$ cat src/rtl/iter_div.sv
// Radix-2 restoring integer divider (RV32M div/divu/rem/remu), one quotient bit per cycle.
// Define DIV_FAST_SPECIAL_EN to finish divide-by-zero, overflow and |divisor|==1 in one cycle.
module iter_div #(
    parameter int unsigned XLEN = 32
) (
    input  logic            clk,
    input  logic            rst_n,
    input  logic            stall,
    input  logic            start,
    input  logic            is_signed,
    input  logic            want_rem,
    input  logic [XLEN-1:0] opA,
    input  logic [XLEN-1:0] opB,
    output logic            busy,
    output logic            done,
    output logic [XLEN-1:0] result
);

    localparam int unsigned     CntW    = $clog2(XLEN);
    localparam logic [CntW-1:0] CntLast = CntW'(XLEN - 1);
    localparam logic [XLEN-1:0] MinNeg  = {1'b1, {(XLEN - 1){1'b0}}};

    typedef enum logic [1:0] {StIdle, StCalc, StDone} state_e;

    state_e          state_q, state_d;
    logic [CntW-1:0] cnt_q, cnt_d;
    logic [XLEN-1:0] rem_q, rem_d;
    logic [XLEN-1:0] dvd_q, dvd_d;
    logic [XLEN-1:0] dvs_q, dvs_d;
    logic [XLEN-1:0] result_q, result_d;
    logic            want_rem_q, want_rem_d;
    logic            q_neg_q, q_neg_d;
    logic            r_neg_q, r_neg_d;
    logic            div0_q, div0_d;
    logic            ovf_q, ovf_d;

    logic            accept;
    logic            a_neg, b_neg, div0_in, ovf_in;
    logic [XLEN-1:0] a_mag, b_mag;
    logic [XLEN:0]   partial, diff;
    logic            no_borrow;
    logic [XLEN-1:0] rem_nx, dvd_nx, q_fix, r_fix, fin_q, fin_r, finish_val;

    // Operand preparation for the accept edge
    always_comb begin
        accept  = start && !stall && (state_q == StIdle || state_q == StDone);
        a_neg   = is_signed && opA[XLEN-1];
        b_neg   = is_signed && opB[XLEN-1];
        a_mag   = a_neg ? -opA : opA;
        b_mag   = b_neg ? -opB : opB;
        div0_in = (opB == '0);
        ovf_in  = is_signed && (opA == MinNeg) && (opB == '1);
    end

    // One restoring step plus the sign/special fix-up applied on the final step
    always_comb begin
        partial   = {rem_q, dvd_q[XLEN-1]};
        diff      = partial - {1'b0, dvs_q};
        no_borrow = !diff[XLEN];
        rem_nx    = no_borrow ? diff[XLEN-1:0] : partial[XLEN-1:0];
        dvd_nx    = {dvd_q[XLEN-2:0], no_borrow};
        q_fix     = q_neg_q ? -dvd_nx : dvd_nx;
        // With a zero divisor the remainder path just shifts the dividend magnitude through,
        // so the sign fix-up restores the original dividend.
        r_fix     = r_neg_q ? -rem_nx : rem_nx;
        fin_q     = div0_q ? '1 : (ovf_q ? MinNeg : q_fix);
        fin_r     = ovf_q ? '0 : r_fix;
        finish_val = want_rem_q ? fin_r : fin_q;
    end

`ifdef DIV_FAST_SPECIAL_EN
    logic            special_in;
    logic [XLEN-1:0] fast_q, fast_r, fast_val;

    always_comb begin
        special_in = div0_in || ovf_in || (b_mag == XLEN'(1));
        fast_q     = div0_in ? '1 : ((a_neg ^ b_neg) ? -a_mag : a_mag);
        fast_r     = div0_in ? opA : '0;
        fast_val   = want_rem ? fast_r : fast_q;
    end
`endif

    always_comb begin
        state_d    = state_q;
        cnt_d      = cnt_q;
        rem_d      = rem_q;
        dvd_d      = dvd_q;
        dvs_d      = dvs_q;
        result_d   = result_q;
        want_rem_d = want_rem_q;
        q_neg_d    = q_neg_q;
        r_neg_d    = r_neg_q;
        div0_d     = div0_q;
        ovf_d      = ovf_q;

        if (!stall) begin
            unique case (state_q)
                StCalc: begin
                    rem_d = rem_nx;
                    dvd_d = dvd_nx;
                    cnt_d = cnt_q + 1'b1;
                    if (cnt_q == CntLast) begin
                        state_d  = StDone;
                        result_d = finish_val;
                    end
                end
                StDone:  state_d = StIdle;
                default: ;
            endcase
        end

        if (accept) begin
            state_d    = StCalc;
            cnt_d      = '0;
            rem_d      = '0;
            dvd_d      = a_mag;
            dvs_d      = b_mag;
            want_rem_d = want_rem;
            q_neg_d    = a_neg ^ b_neg;
            r_neg_d    = a_neg;
            div0_d     = div0_in;
            ovf_d      = ovf_in;
`ifdef DIV_FAST_SPECIAL_EN
            if (special_in) begin
                state_d  = StDone;
                result_d = fast_val;
            end
`endif
        end
    end

    always_ff @(posedge clk) begin
        if (!rst_n) begin
            state_q    <= StIdle;
            cnt_q      <= '0;
            rem_q      <= '0;
            dvd_q      <= '0;
            dvs_q      <= '0;
            result_q   <= '0;
            want_rem_q <= 1'b0;
            q_neg_q    <= 1'b0;
            r_neg_q    <= 1'b0;
            div0_q     <= 1'b0;
            ovf_q      <= 1'b0;
        end else begin
            state_q    <= state_d;
            cnt_q      <= cnt_d;
            rem_q      <= rem_d;
            dvd_q      <= dvd_d;
            dvs_q      <= dvs_d;
            result_q   <= result_d;
            want_rem_q <= want_rem_d;
            q_neg_q    <= q_neg_d;
            r_neg_q    <= r_neg_d;
            div0_q     <= div0_d;
            ovf_q      <= ovf_d;
        end
    end

    assign busy   = (state_q == StCalc);
    assign done   = (state_q == StDone);
    assign result = result_q;

endmodule
$ cat config.mk
export PLATFORM = sky130hd
export DESIGN_NAME = iter_div
export DESIGN_NICKNAME = d
export VERILOG_FILES = /design/src/rtl/iter_div.sv
export SDC_FILE = /design/constraint.sdc
export NUM_CORES = 1
export LEC_CHECK = 0
export BUFFER_PORTS_ARGS = -buffer_cell sky130_fd_sc_hd__buf_2
export CAP_MARGIN = 10
export CORE_ASPECT_RATIO = 1.4
export CORE_MARGIN = 4
export CORE_UTILIZATION = 45
export DETAILED_ROUTE_END_ITERATION = 6
export MAX_ROUTING_LAYER = met4
export PLACE_DENSITY = 0.6
export RECOVER_POWER = 100
export REMOVE_ABC_BUFFERS = 1
export SYNTH_ARGS = -nofsm -noshare
export SYNTH_HDL_FRONTEND = slang
export SYNTH_SLANG_ARGS = --single-unit
$ cat constraint.sdc
create_clock -name clk -period 5.5 [get_ports clk]
set_input_delay 0 -clock clk [delete_from_list [all_inputs] [get_ports clk]]
set_output_delay 0 -clock clk [all_outputs]
set_load 0.03 [all_outputs]
# Yosys cells after proc, flatten, opt, wreduce, memory -nomap -nowiden
# Index checks and enable logic that the tools add are counted.
# word_totals
regBits,140
inputBits,70
output_inout_bits,34
word_cells,65
# classes
addsub,6
n_eq_ne,8
n_mux,16
bitwise_logic,3
n_reduce_logical,20
# ops
op,n
two-way mux 32 bit,12
negator 32 bit,4
"== test 32 bit, second input constant",2
subtractor 33 x 32 -> 33 bit,1
zero test 32 bit,1
AND reduction 3 bit,3
logical AND 1 bit,6
"adder 5 x 1 -> 5 bit, second input constant",1
"== test 5 bit, second input constant",1
"inequality test 2 x 1 -> 1 bit, second input constant",2
case mux 2 bit (2 select lines),1
AND reduction 2 bit,2
nonzero test 2 bit,2
"inequality test 3 x 1 -> 1 bit, second input constant",1
nonzero test 3 bit,1
"== test 2 x 1 -> 1 bit, second input constant",1
"== test 2 bit, second input constant",1
zero test 1 bit,2
zero test 2 bit,1
two-way mux 1 bit,2
two-way mux 2 bit,1
inverter 1 bit,2
OR reduction 2 bit,1
logical OR 1 bit,1
bitwise XOR 1 bit,1

# Logic depth before layout (Yosys ltp)
# Gate-level depths: netlist of the first run.
# logic_depth
depth_word,7
mapped_depth,23
mapped_depth_nobuf,20

# Worst setup path after synthesis of the first run
# OpenSTA, ideal clock, no wires.
# synth_timing
path_type,register to register
start,reg dvd_q[31]
end,"reg result_q[20], in the netlist result[20]"
setup_ns,0.123
t_arrival_ns,4.586
t_required_ns,5.377
slack_ns,0.791
stages_incl_launch_ff,23
n_path_buf,3
synth_period_minus_slack_ns,4.709
cell_sequence,dfxtp_1 > inv_1 > ha_1 > fa_1 > nor2b_1 > o2111a_1 > o21ai_1 > a21o_1 > o211a_4 > inv_2 > buf_2 > buf_1 > buf_1 > o21ai_0 > inv_1 > ha_1 > nand2_1 > nor4_1 > a32oi_1 > o31ai_1 > xor2_1 > a221oi_1 > nor2_1
# synth_between
elab_chain_cells,7
elab_cells_between_ends,11
cone_classes,add/sub: 3; mux: 7; reduce/logical: 1
# synth_lines
item,line_no,rtl
"start, declared",28,"logic [XLEN-1:0] dvd_q, dvd_d;"
"start signal, assigned",149,dvd_q <= dvd_d;
subtractor 33 x 32 -> 33 bit,58,"diff = partial - {1'b0, dvs_q};"
zero test 1 bit,59,no_borrow = !diff[XLEN];
negator 32 bit,62,q_fix = q_neg_q ? -dvd_nx : dvd_nx;
two-way mux 32 bit,62,
two-way mux 32 bit (2 in a row),66,fin_q = div0_q ? '1 : (ovf_q ? MinNeg : q_fix);
two-way mux 32 bit *,68,finish_val = want_rem_q ? fin_r : fin_q;
"end signal, assigned",151,result_q <= result_d;
"end, declared",30,"logic [XLEN-1:0] result_q, result_d;"
# Every way passes the cells marked *; elsewhere a longest branch is shown, timed or not.
# A chain may end at the register's enable or synchronous reset.

# Worst setup path in the final report of the first run
# layout_timing
start,reg dvd_q[31]
end,"reg result_q[27], in the netlist result[27]"
# Same word-level chain as after synthesis.

==> metrics.yaml, run 1 <==
synthesis:
  seq_area_frac_synth: 0.2543
  yosys_warnings: 0
  netlist_area_sq_mm: 0.01102
  synth-async-reset-ratio: 0
  synth_edf_count: 0
  synthTopCellsByArea: "dfxtp_1, xor2_1, nand2_1"
  ys_ff_latch: 140
  synth_cell_types: 77
  synth_top_flop_cell: "dfxtp_1"
  avgSynthCellArea_sq_um: 7.517
  yosysTopAreaCell: "dfxtp_1"
  yosys.area.top_type_share: 0.2543
  synth_cells: 1466
final_layout:
  area_delta_synth_final_pct: 14.63
  nFillCells: 2367
  diodes: 0
  layout_commonest_cell: "nand2_1"
  drive_gt1_frac: 0.08712
  register_area_sq_mm: 0.002803
  multi_input_area_sq_mm: 0.007627
  layout_common_cells: "nand2_1, dfxtp_1, o21ai_0, nor2_1, a21oi_1"
  fin_nets: 1662
setup_path:
  r2r_slack_ns: 0.76
  reg2reg_to: "result[27]$_SDFFE_PN0P_"
  worstSetupEndpointType: "register"
  reg2reg_from: "dvd_q[31]$_SDFFE_PN0P_"
  path_class: "register to register"
  start_kind: "register"
  cp.required_ns: 5.88
  cp_data_arrival_time_ns: 5.12
  reg2regPathDepth: 15
  crit_fanout: 39
sta:
  clock_skew_ns: 0.008286
  setup_viol_count_final: 0
  fin_ws_ns: 0.7643
  hold_violations: 0
  finalMaxSlewViolations: 137
  holdWs_ns: 0.005099
  clock.fmax_ghz: 0.2112
  rsz0062_at_grt: "false"
  finalSetupTns_ns: 0
  fin_crit_sh: 0.8610
  slew-limit-headroom: -0.3151
  tightestPinTransition_ns: 1.973
  period_minus_slack_ns: 4.736
drt:
  via_count: 11063
  firstDrtPassIters: 7
  ant_nets: 0
  detail_route.vias_per_cell: 5.913
  wl_met3_mm: 1.184
  drc: 2
  dr_wl_met2_mm: 16.72
  m1WireLength_mm: 15.05
  drt_iter0_drc: 833
  totalWireLength_mm: 34.13
  top_layer: "met4"
  post_drt_wl_per_cell_um: 18.24
floorplanning:
  core_area_sq_mm: 0.02406
  rows: 67
  die_x_um: 140.3
  dieArea_sq_mm: 0.02709
  ios: 104
  start_util: 0.4581
  die_h_um: 193.2
power_and_ir_drop:
  p_sw_frac: 0.3762
  p_int_uw: 2371
  power_frac_seq: 0.293
  p_comb_frac: 0.377
  clkPwrFrac: 0.330
  p_sw_uw: 1430
  powerDensity_mw_per_mm2: 300.8
  peakVddDrop_uv: 220.9
  p_leak_uw: 0.005051
  power_uw: 3801
clock_network:
  clk_pin_slew_worst_paths_ns: 0.06
  clock_sinks: 140
  cts_tree: "yes"
  clockBufferDepth: 2
  clock_latency_ns: 0.44
  post_cts_buffers: 0
  cts-root-buf: "clkbuf_16"
  htreeDepth: 4
  cts_buffers: 17
  post_cts_resized: 0
  cts-hold-fix-buffers: 38
min_path:
  min_delay_path_depth: 3
  holdPathEnd: "dvs_q[31]$_SDFFE_PN0P_"
  min_path_type: "primary input to register"
  hold_start: "opB[31]"
global_routing:
  grt_pass1_wl_mm: 55.63
  grt_pass1_vias: 10915
  grt_antenna_before_repair: 0
  grt_max_degree: 99
  grt-ovfl-total: 0
  track_usage: 0.2587
placed_design:
  gp_congestion: 0.9386
  hpwl_mm: 25.65
  dpl_worst_slack_ns: 0.9757
  portBuffers: 103
run:
  maxCapViolCount: 2
status:
  violations: "design-rule violations, max-capacitance violations, max-slew violations"
  outcome: "finished, violations left"
cell type report:
class	instances	area share
Clock buffer	21	0.03724
Clock inverter	11	0.01297
Inverter	61	0.01812
Multi-Input combinational cell	1172	0.6037
Sequential cell	140	0.2218
Tap cell	310	0.03070
Timing Repair Buffer	156	0.07537
cell usage after synthesis, drive strengths merged, types with 10 or more instances:
master / instances
buf: 21
nor3: 33
a21oi: 107
a211oi: 29
a22oi: 10
inv: 60
or3: 21
nor2: 120
a21boi: 14
o41ai: 18
xnor2: 56
a31oi: 14
o21ai: 120
o211ai: 12
nand3: 28
nand4: 20
o21a: 10
or4: 12
o211a: 37
dfxtp: 140
nor2b: 37
nor4: 23
nand2: 156
nand2b: 12
o31ai: 25
clkbuf: 72
and2: 17
xor2: 73
mux2i: 22
a222oi: 26
ha: 43
routing by layer:
layer	up-vias	global-route usage
met2	263	0.4423
met3	76	0.03133
met1	5187	0.3099
li1	5537	-
met5	-	-
met4	0	0.1051
how the worst max path moves through the flow:
stage | startpoint | to | depth (start not counted)
CTS | rem_q[22]$_SDFFE_PP0P_ | result[20]$_SDFFE_PN0P_ | 17
floorplan | state_q[0]$_SDFFE_PN0P_ | dvd_q[10]$_SDFFE_PN0P_ | 7
global route | dvd_q[31]$_SDFFE_PN0P_ | result[20]$_SDFFE_PN0P_ | 20
finish | dvd_q[31]$_SDFFE_PN0P_ | result[27]$_SDFFE_PN0P_ | 15
global placement | dvd_q[31]$_SDFFE_PN0P_ | result[29]$_SDFFE_PN0P_ | 16
detailed placement | rem_q[22]$_SDFFE_PP0P_ | result[20]$_SDFFE_PN0P_ | 17
worst max-delay path: stages, from the launching register on:
cell and delay (ns):
dfxtp_1 0.38, inv_1 0.06, ha_1 0.23, fa_1 0.40, nor2b_1 0.22, o2111a_1 0.24, o21ai_0 0.23, a21oi_2 0.21
o211a_2 0.21, clkbuf_2 0.80, nor3_1 0.10, a31oi_1 0.56, nor2_1 0.25, a21oi_1 0.24, mux2i_1 0.29, o221a_1 0.23
sequential cells by signal, summed over array words and instances (netlist names):
| name | flops |
|---|---|
| dvd_q | 32 |
| dvs_q | 32 |
| rem_q | 32 |
| result | 32 |
| cnt_q | 5 |
| state_q | 2 |
| div0_q | 1 |
| ovf_q | 1 |
| q_neg_q | 1 |
| r_neg_q | 1 |
| want_rem_q | 1 |
power by group through the flow:
| stage | Combinational [uW] | Clock [uW] | Sequential (uW) |
|---|---|---|---|
| after detailed placement | 1400 | 0 | 1130 |
| after CTS | 1430 | 1270 | 1110 |
| after global routing | 1590 | 1310 | 1120 |
| after floorplan | 1010 | 0 | 1120 |
| final | 1430 | 1250 | 1110 |
| after global placement | 1400 | 0 | 1130 |
cell families after synthesis:
group,count (synthesis),synth area share
AND/OR/NAND/NOR,505,0.2232
buffers and inverters,154,0.05438
adder cells (fa/ha/maj),44,0.05064
multiplexers,23,0.02100
XOR/XNOR,129,0.1025
AO/OA/AOI/OAI,471,0.2939
flip-flops,140,0.2543
through the flow:
| stage | utilization | area (sq um) | std cells |
|---|---|---|---|
| CTS | 0.5279 | 12700 | 1871 |
| finish | 0.5251 | 12630 | 1871 |
| floorplan | - | 10650 | 1373 |
| global placement | 0.4857 | 11690 | 1801 |
| detailed placement | 0.4857 | 11690 | 1801 |
| global route | 0.5251 | 12630 | 1871 |
No activity file was read; power rests on OpenSTA's default activity.
==> run 2: changes to the inputs <==
==> constraint.sdc (replaced) <==
create_clock -name clk -period 5.5 [get_ports clk]
set_input_delay 0.55 -clock clk [delete_from_list [all_inputs] [get_ports clk]]
set_output_delay 0.55 -clock clk [all_outputs]
set_load 0.03 [all_outputs]
==> run 2 against run 1 <==
The flow finishes with violations (max-capacitance violations, max-slew violations). Maximum frequency decreased by 0.45%. Global-route usage decreased by 0.14 points. Design area decreased by 3.3%. Combinational power about the same. Count of clock-buffer cells in the layout increased by 4.
==> metrics.yaml, run 2 (same netlist as run 1, synthesis figures left out) <==
sta:
  rsz0062_at_grt: "false"
  fin_crit_sh: 0.8650
  setup_viol_count_final: 0
  finalSetupTns_ns: 0
  clock.fmax_ghz: 0.2102
  slew-limit-headroom: -0.7078
  tightestPinTransition_ns: 2.552
  hold_violations: 0
  period_minus_slack_ns: 4.757
  clock_skew_ns: 0.009097
  finalMaxSlewViolations: 107
clock_network:
  clk_pin_slew_worst_paths_ns: 0.06
  clockBufferDepth: 2
  cts-hold-fix-buffers: 0
  clock_latency_ns: 0.43
  clock_sinks: 140
  htreeDepth: 4
  cts_buffers: 17
  post_cts_resized: 0
  cts_tree: "yes"
  post_cts_buffers: 0
  cts-root-buf: "clkbuf_16"
global_routing:
  track_usage: 0.2572
  grt-ovfl-total: 0
  grt_pass1_vias: 10488
  grt_antenna_before_repair: 0
  grt_max_degree: 71
  grt_pass1_wl_mm: 55.10
final_layout:
  layout_common_cells: "nand2_1, dfxtp_1, nor2_1"
  layout_commonest_cell: "nand2_1"
  finalNonFillerCells: 1833
  multi_input_area_sq_mm: 0.007621
  diodes: 0
  post-route-util: 0.5075
  drive_gt1_frac: 0.08798
  nFillCells: 2433
  fin_nets: 1625
  register_area_sq_mm: 0.002803
  area_delta_synth_final_pct: 10.80
floorplanning:
  start_util: 0.4581
  die_h_um: 193.2
  rows: 67
  ios: 104
  die_x_um: 140.3
  core_area_sq_mm: 0.02406
  dieArea_sq_mm: 0.02709
drt:
  drt_iter0_drc: 850
  detail_route.vias_per_cell: 5.929
  post_drt_wl_per_cell_um: 18.43
  firstDrtPassIters: 5
  ant_nets: 0
  drc: 0
  totalWireLength_mm: 33.78
  via_count: 10868
min_path:
  min_delay_path_depth: 3
  min_path_type: "primary input to register"
setup_path:
  path_class: "register to register"
  cp.required_ns: 5.82
  crit_fanout: 39
  cpPeakStageDelay_ns: 0.81
  reg2regPathDepth: 15
  start_kind: "register"
  r2r_slack_ns: 0.74
  slowest_stage: "clkbuf_2"
  path_cells: "inv_1, ha_1, fa_1, nor2b_1, o2111a_1, o21ai_0, a21oi_2, o211a_2, clkbuf_2, nor2_1, a32oi_1, o31ai_1, xor2_1, a221oi_1, nor2_1"
  cp_data_arrival_time_ns: 5.08
  cpMostUsedCell: "nor2_1"
  worstSetupEndpointType: "register"
power_and_ir_drop:
  peakVddDrop_uv: 263.5
  p_int_uw: 2284
  power_uw: 3690
  p_comb_frac: 0.383
  p_sw_frac: 0.3810
  powerDensity_mw_per_mm2: 302.2
  p_sw_uw: 1406
  p_leak_uw: 0.004884
  power_frac_seq: 0.302
  clkPwrFrac: 0.315
status:
  violations: "max-capacitance violations, max-slew violations"
  outcome: "finished, violations left"
placed_design:
  place_inst: 1802
  hpwl_mm: 25.92
  gp_congestion: 0.9418
  portBuffers: 103
run:
  maxCapViolCount: 3
[run 2: changes by cell type in the layout (fill, tap and decap cells not counted), moves of 2 or more]
| cell | change |
|---|---|
| nor2_1 | +2 |
| dlygate4sd3_1 | -38 |
| clkbuf_8 | +2 |
| bufinv_16 | -2 |
| clkinvlp_4 | -2 |
[run 2: critical path: cells and delay by family (launching register included)]
kind,cells,cell delay [ns]
buffers and inverters,2,0.87
DFF,1,0.39
AOI/OAI and AO/OA,7,2.06
adders and majority gates,2,0.62
and+or+nand+nor,3,0.51
xor gates and xnor gates,1,0.18
[run 2: area by class of cell]
type                    instances  share of cell area
clock buffers                  25             0.04140
clock inverters                 6            0.006865
inverters                      61             0.01875
multi-input cells            1172              0.6241
flip-flops and latches        140              0.2295
well taps                     310             0.03177
repair buffers                119             0.04755
[run 2: power groups by stage]
stage | combinational, uW | clock (uW) | sequential [uW]
final | 1410 | 1160 | 1110
after global routing | 1570 | 1230 | 1120
after CTS | 1410 | 1190 | 1110
after detailed placement | 1400 | 0 | 1130
after global placement | 1400 | 0 | 1130
after floorplan | 1010 | 0 | 1120
[run 2: path summary, 6_finish.rpt]
kind,startpoint,endpoint
worst min-delay path,want_rem,want_rem_q$_SDFFE_PN0P_
worst max register to register,dvd_q[31]$_SDFFE_PN0P_,result[20]$_SDFFE_PN0P_
worst min register to register,cnt_q[4]$_SDFFE_PP0P_,cnt_q[4]$_SDFFE_PP0P_
worst max-delay path,dvd_q[31]$_SDFFE_PN0P_,result[20]$_SDFFE_PN0P_
[run 2: layer usage]
metal	GRT usage	part of all wire	vias up
met4	0.08837	0.027	0
met3	0.03405	0.043	55
met1	0.3109	0.44	5050
li1	-	-	5463
met2	0.4425	0.49	300
met5	-	0	-
[run 2: through the flow]
stage	instance area (sq um)	setup slack (ns)	hold slack (ns)
final	12210	0.7427	0.3804
after global routing	12210	0.2556	0.3698
after CTS	12280	0.9477	0.3597
after detailed placement	11690	0.9700	0.4548
after global placement	11690	1.103	0.4495
after floorplan	10650	-0.4852	0.4406
==> run 3: changes to the inputs <==
--- a/config.mk
+++ b/config.mk
@@ -6,13 +6,12 @@
 export NUM_CORES = 1
 export LEC_CHECK = 0
 export BUFFER_PORTS_ARGS = -buffer_cell sky130_fd_sc_hd__buf_2
-export CAP_MARGIN = 10
 export CORE_ASPECT_RATIO = 1.4
 export CORE_MARGIN = 4
 export CORE_UTILIZATION = 45
 export DETAILED_ROUTE_END_ITERATION = 6
 export MAX_ROUTING_LAYER = met4
-export PLACE_DENSITY = 0.6
+export PLACE_DENSITY = 0.71
 export RECOVER_POWER = 100
 export REMOVE_ABC_BUFFERS = 1
 export SYNTH_ARGS = -nofsm -noshare
==> run 3 against run 2 <==
The run still ends with max-capacitance violations, max-slew violations left. Worst hold slack worse by 0.014 ns. Critical path depth up 5. Worst setup slack worse by 0.012 ns. Global-route usage down 0.64 points. Sequential power about the same. Utilization about the same. Non-clock buffer count unchanged. Design area about the same. Power up 0.11%. Die area unchanged.
==> metrics.yaml, run 3 (same netlist as run 1, synthesis figures left out) <==
setup_path:
  cp.required_ns: 5.82
  cpPeakStageDelay_ns: 0.51
  reg2reg_from: "dvd_q[31]$_SDFFE_PN0P_"
  r2r_slack_ns: 0.73
  worstSetupEndpointType: "register"
  reg2reg_to: "result[20]$_SDFFE_PN0P_"
  path_cells: "inv_1, ha_1, fa_1, nor2b_1, o2111a_1, o21ai_0, a21oi_2, o211a_2, inv_1, nand2_1, o21ai_0, inv_1, ha_1, nand2_1, nor4_1, a32oi_1, o31ai_1, xor2_1, a221oi_1, nor2_1"
  start_kind: "register"
  crit_fanout: 9
  cpMostUsedCell: "inv_1"
  reg2regPathDepth: 20
  path_buf_inv: 3
  cp_data_arrival_time_ns: 5.09
  cp_top_family: "compound AO/OA/AOI/OAI gates"
  cp_num_cells: 20
  path_class: "register to register"
  slowest_stage: "nor4_1"
sta:
  slew-limit-headroom: -0.7371
  tightestPinTransition_ns: 2.596
  period_minus_slack_ns: 4.769
  rsz0062_at_grt: "false"
  clock.fmax_ghz: 0.2097
  clock_skew_ns: 0.008222
  hold_violations: 0
  finalMaxSlewViolations: 103
  setup_viol_count_final: 0
  fin_crit_sh: 0.8671
clock_network:
  post_cts_buffers: 0
  clock_latency_ns: 0.44
  cts_tree: "yes"
  cts-hold-fix-buffers: 0
  cts-root-buf: "clkbuf_16"
  clk_pin_slew_worst_paths_ns: 0.06
  clock_sinks: 140
  post_cts_resized: 0
  cts_buffers: 17
  clockBufferDepth: 2
  htreeDepth: 4
min_path:
  hold_start: "want_rem"
  holdPathEnd: "want_rem_q$_SDFFE_PN0P_"
  min_delay_path_depth: 3
  min_path_type: "primary input to register"
global_routing:
  met1_usage: 0.2977
  grt_pass1_wl_mm: 53.75
  grt_antenna_before_repair: 0
  track_usage: 0.2509
  grt-busiest-layer: "met2"
  met3_usage: 0.03775
  grt-ovfl-total: 0
  grt_max_degree: 63
  grt_pass1_vias: 10422
  use_met2: 0.4305
final_layout:
  layout_commonest_cell: "nand2_1"
  area_delta_synth_final_pct: 10.75
  multi_input_area_sq_mm: 0.007617
  layout_common_cells: "nand2_1, dfxtp_1, nor2_1"
  finish.instance_area_sq_mm: 0.01221
  fin_nets: 1625
  drive_gt1_frac: 0.08661
  register_area_sq_mm: 0.002803
  post-route-util: 0.5073
  finalNonFillerCells: 1834
  nFillCells: 2400
  diodes: 0
run:
  maxCapViolCount: 3
floorplanning:
  rows: 67
  core_area_sq_mm: 0.02406
  ios: 104
  start_util: 0.4581
  die_h_um: 193.2
  die_x_um: 140.3
  dieArea_sq_mm: 0.02709
power_and_ir_drop:
  powerDensity_mw_per_mm2: 302.7
  p_leak_uw: 0.004868
  p_comb_frac: 0.384
  p_sw_uw: 1430
  power_frac_seq: 0.301
  clkPwrFrac: 0.314
  peakVddDrop_uv: 281.2
  p_int_uw: 2264
  p_sw_frac: 0.3872
status:
  outcome: "finished, violations left"
  violations: "max-capacitance violations, max-slew violations"
drt:
  firstDrtPassIters: 7
  totalWireLength_mm: 33.54
  drc: 0
  ant_nets: 0
  via_count: 10993
  post_drt_wl_per_cell_um: 18.29
  detail_route.vias_per_cell: 5.994
  drt_iter0_drc: 899
placed_design:
  gp_congestion: 0.9640
  portBuffers: 103
  place_inst: 1802
  placed_cell_area_sq_mm: 0.01169
  hpwl_mm: 25.71
## run 3: per-layer routing
| metal | up-vias | wire (um) |
|---|---|---|
| met3 | 71 | 1741 |
| met4 | 0 | 1041 |
| met5 | - | 0 |
| met1 | 5140 | 14290 |
| met2 | 331 | 16470 |
| li1 | 5451 | - |
## run 3: layout make-up
cell class	count	area share
Clock buffer	23	0.03916
Clock inverter	9	0.009124
Inverter	61	0.01876
Multi-Input combinational cell	1172	0.6241
Sequential cell	140	0.2296
Tap cell	310	0.03178
Timing Repair Buffer	119	0.04746
## run 3: worst max-delay path by stage
| stage | startpoint | endpoint | slack (ns) |
|---|---|---|---|
| 2_1_floorplan | state_q[0]$_SDFFE_PN0P_ | dvd_q[10]$_SDFFE_PN0P_ | -0.49 |
| 3_3_place_gp | dvd_q[31]$_SDFFE_PN0P_ | result[29]$_SDFFE_PN0P_ | 1.10 |
| 3_5_place_dp | dvs_q[28]$_SDFFE_PN0P_ | result[20]$_SDFFE_PN0P_ | 0.94 |
| 4_1_cts | rem_q[22]$_SDFFE_PP0P_ | result[20]$_SDFFE_PN0P_ | 0.93 |
| 5_1_grt | state_q[0]$_SDFFE_PN0P_ | dvd_q[28]$_SDFFE_PN0P_ | 0.29 |
| 6_report | dvd_q[31]$_SDFFE_PN0P_ | result[20]$_SDFFE_PN0P_ | 0.73 |
## run 3: metrics by stage
stage	worst slack (ns)	power [uW]	setup TNS, ns	hold WS [ns]
global route	0.2915	3898	0	0.3678
floorplan	-0.4852	2132	-14.16	0.4406
detailed placement	0.9422	2532	0	0.4551
finish	0.7309	3695	0	0.3667
global placement	1.099	2527	0	0.4467
CTS	0.9327	3695	0	0.3672
## run 3: worst min-delay path: cells and delay by family
family | cells | cell delay [ns]
compound gates | 1 | 0.07
buf+inv | 1 | 0.10
simple gates | 1 | 0.04
## run 3: power by group through the flow
| stage | sequential (uW) | combinational [uW] | clock [uW] |
|---|---|---|---|
| 5_1_grt | 1120 | 1570 | 1210 |
| 3_5_place_dp | 1130 | 1400 | 0 |
| 4_1_cts | 1110 | 1410 | 1170 |
| 6_report | 1110 | 1420 | 1160 |
| 3_3_place_gp | 1130 | 1400 | 0 |
| 2_1_floorplan | 1120 | 1010 | 0 |
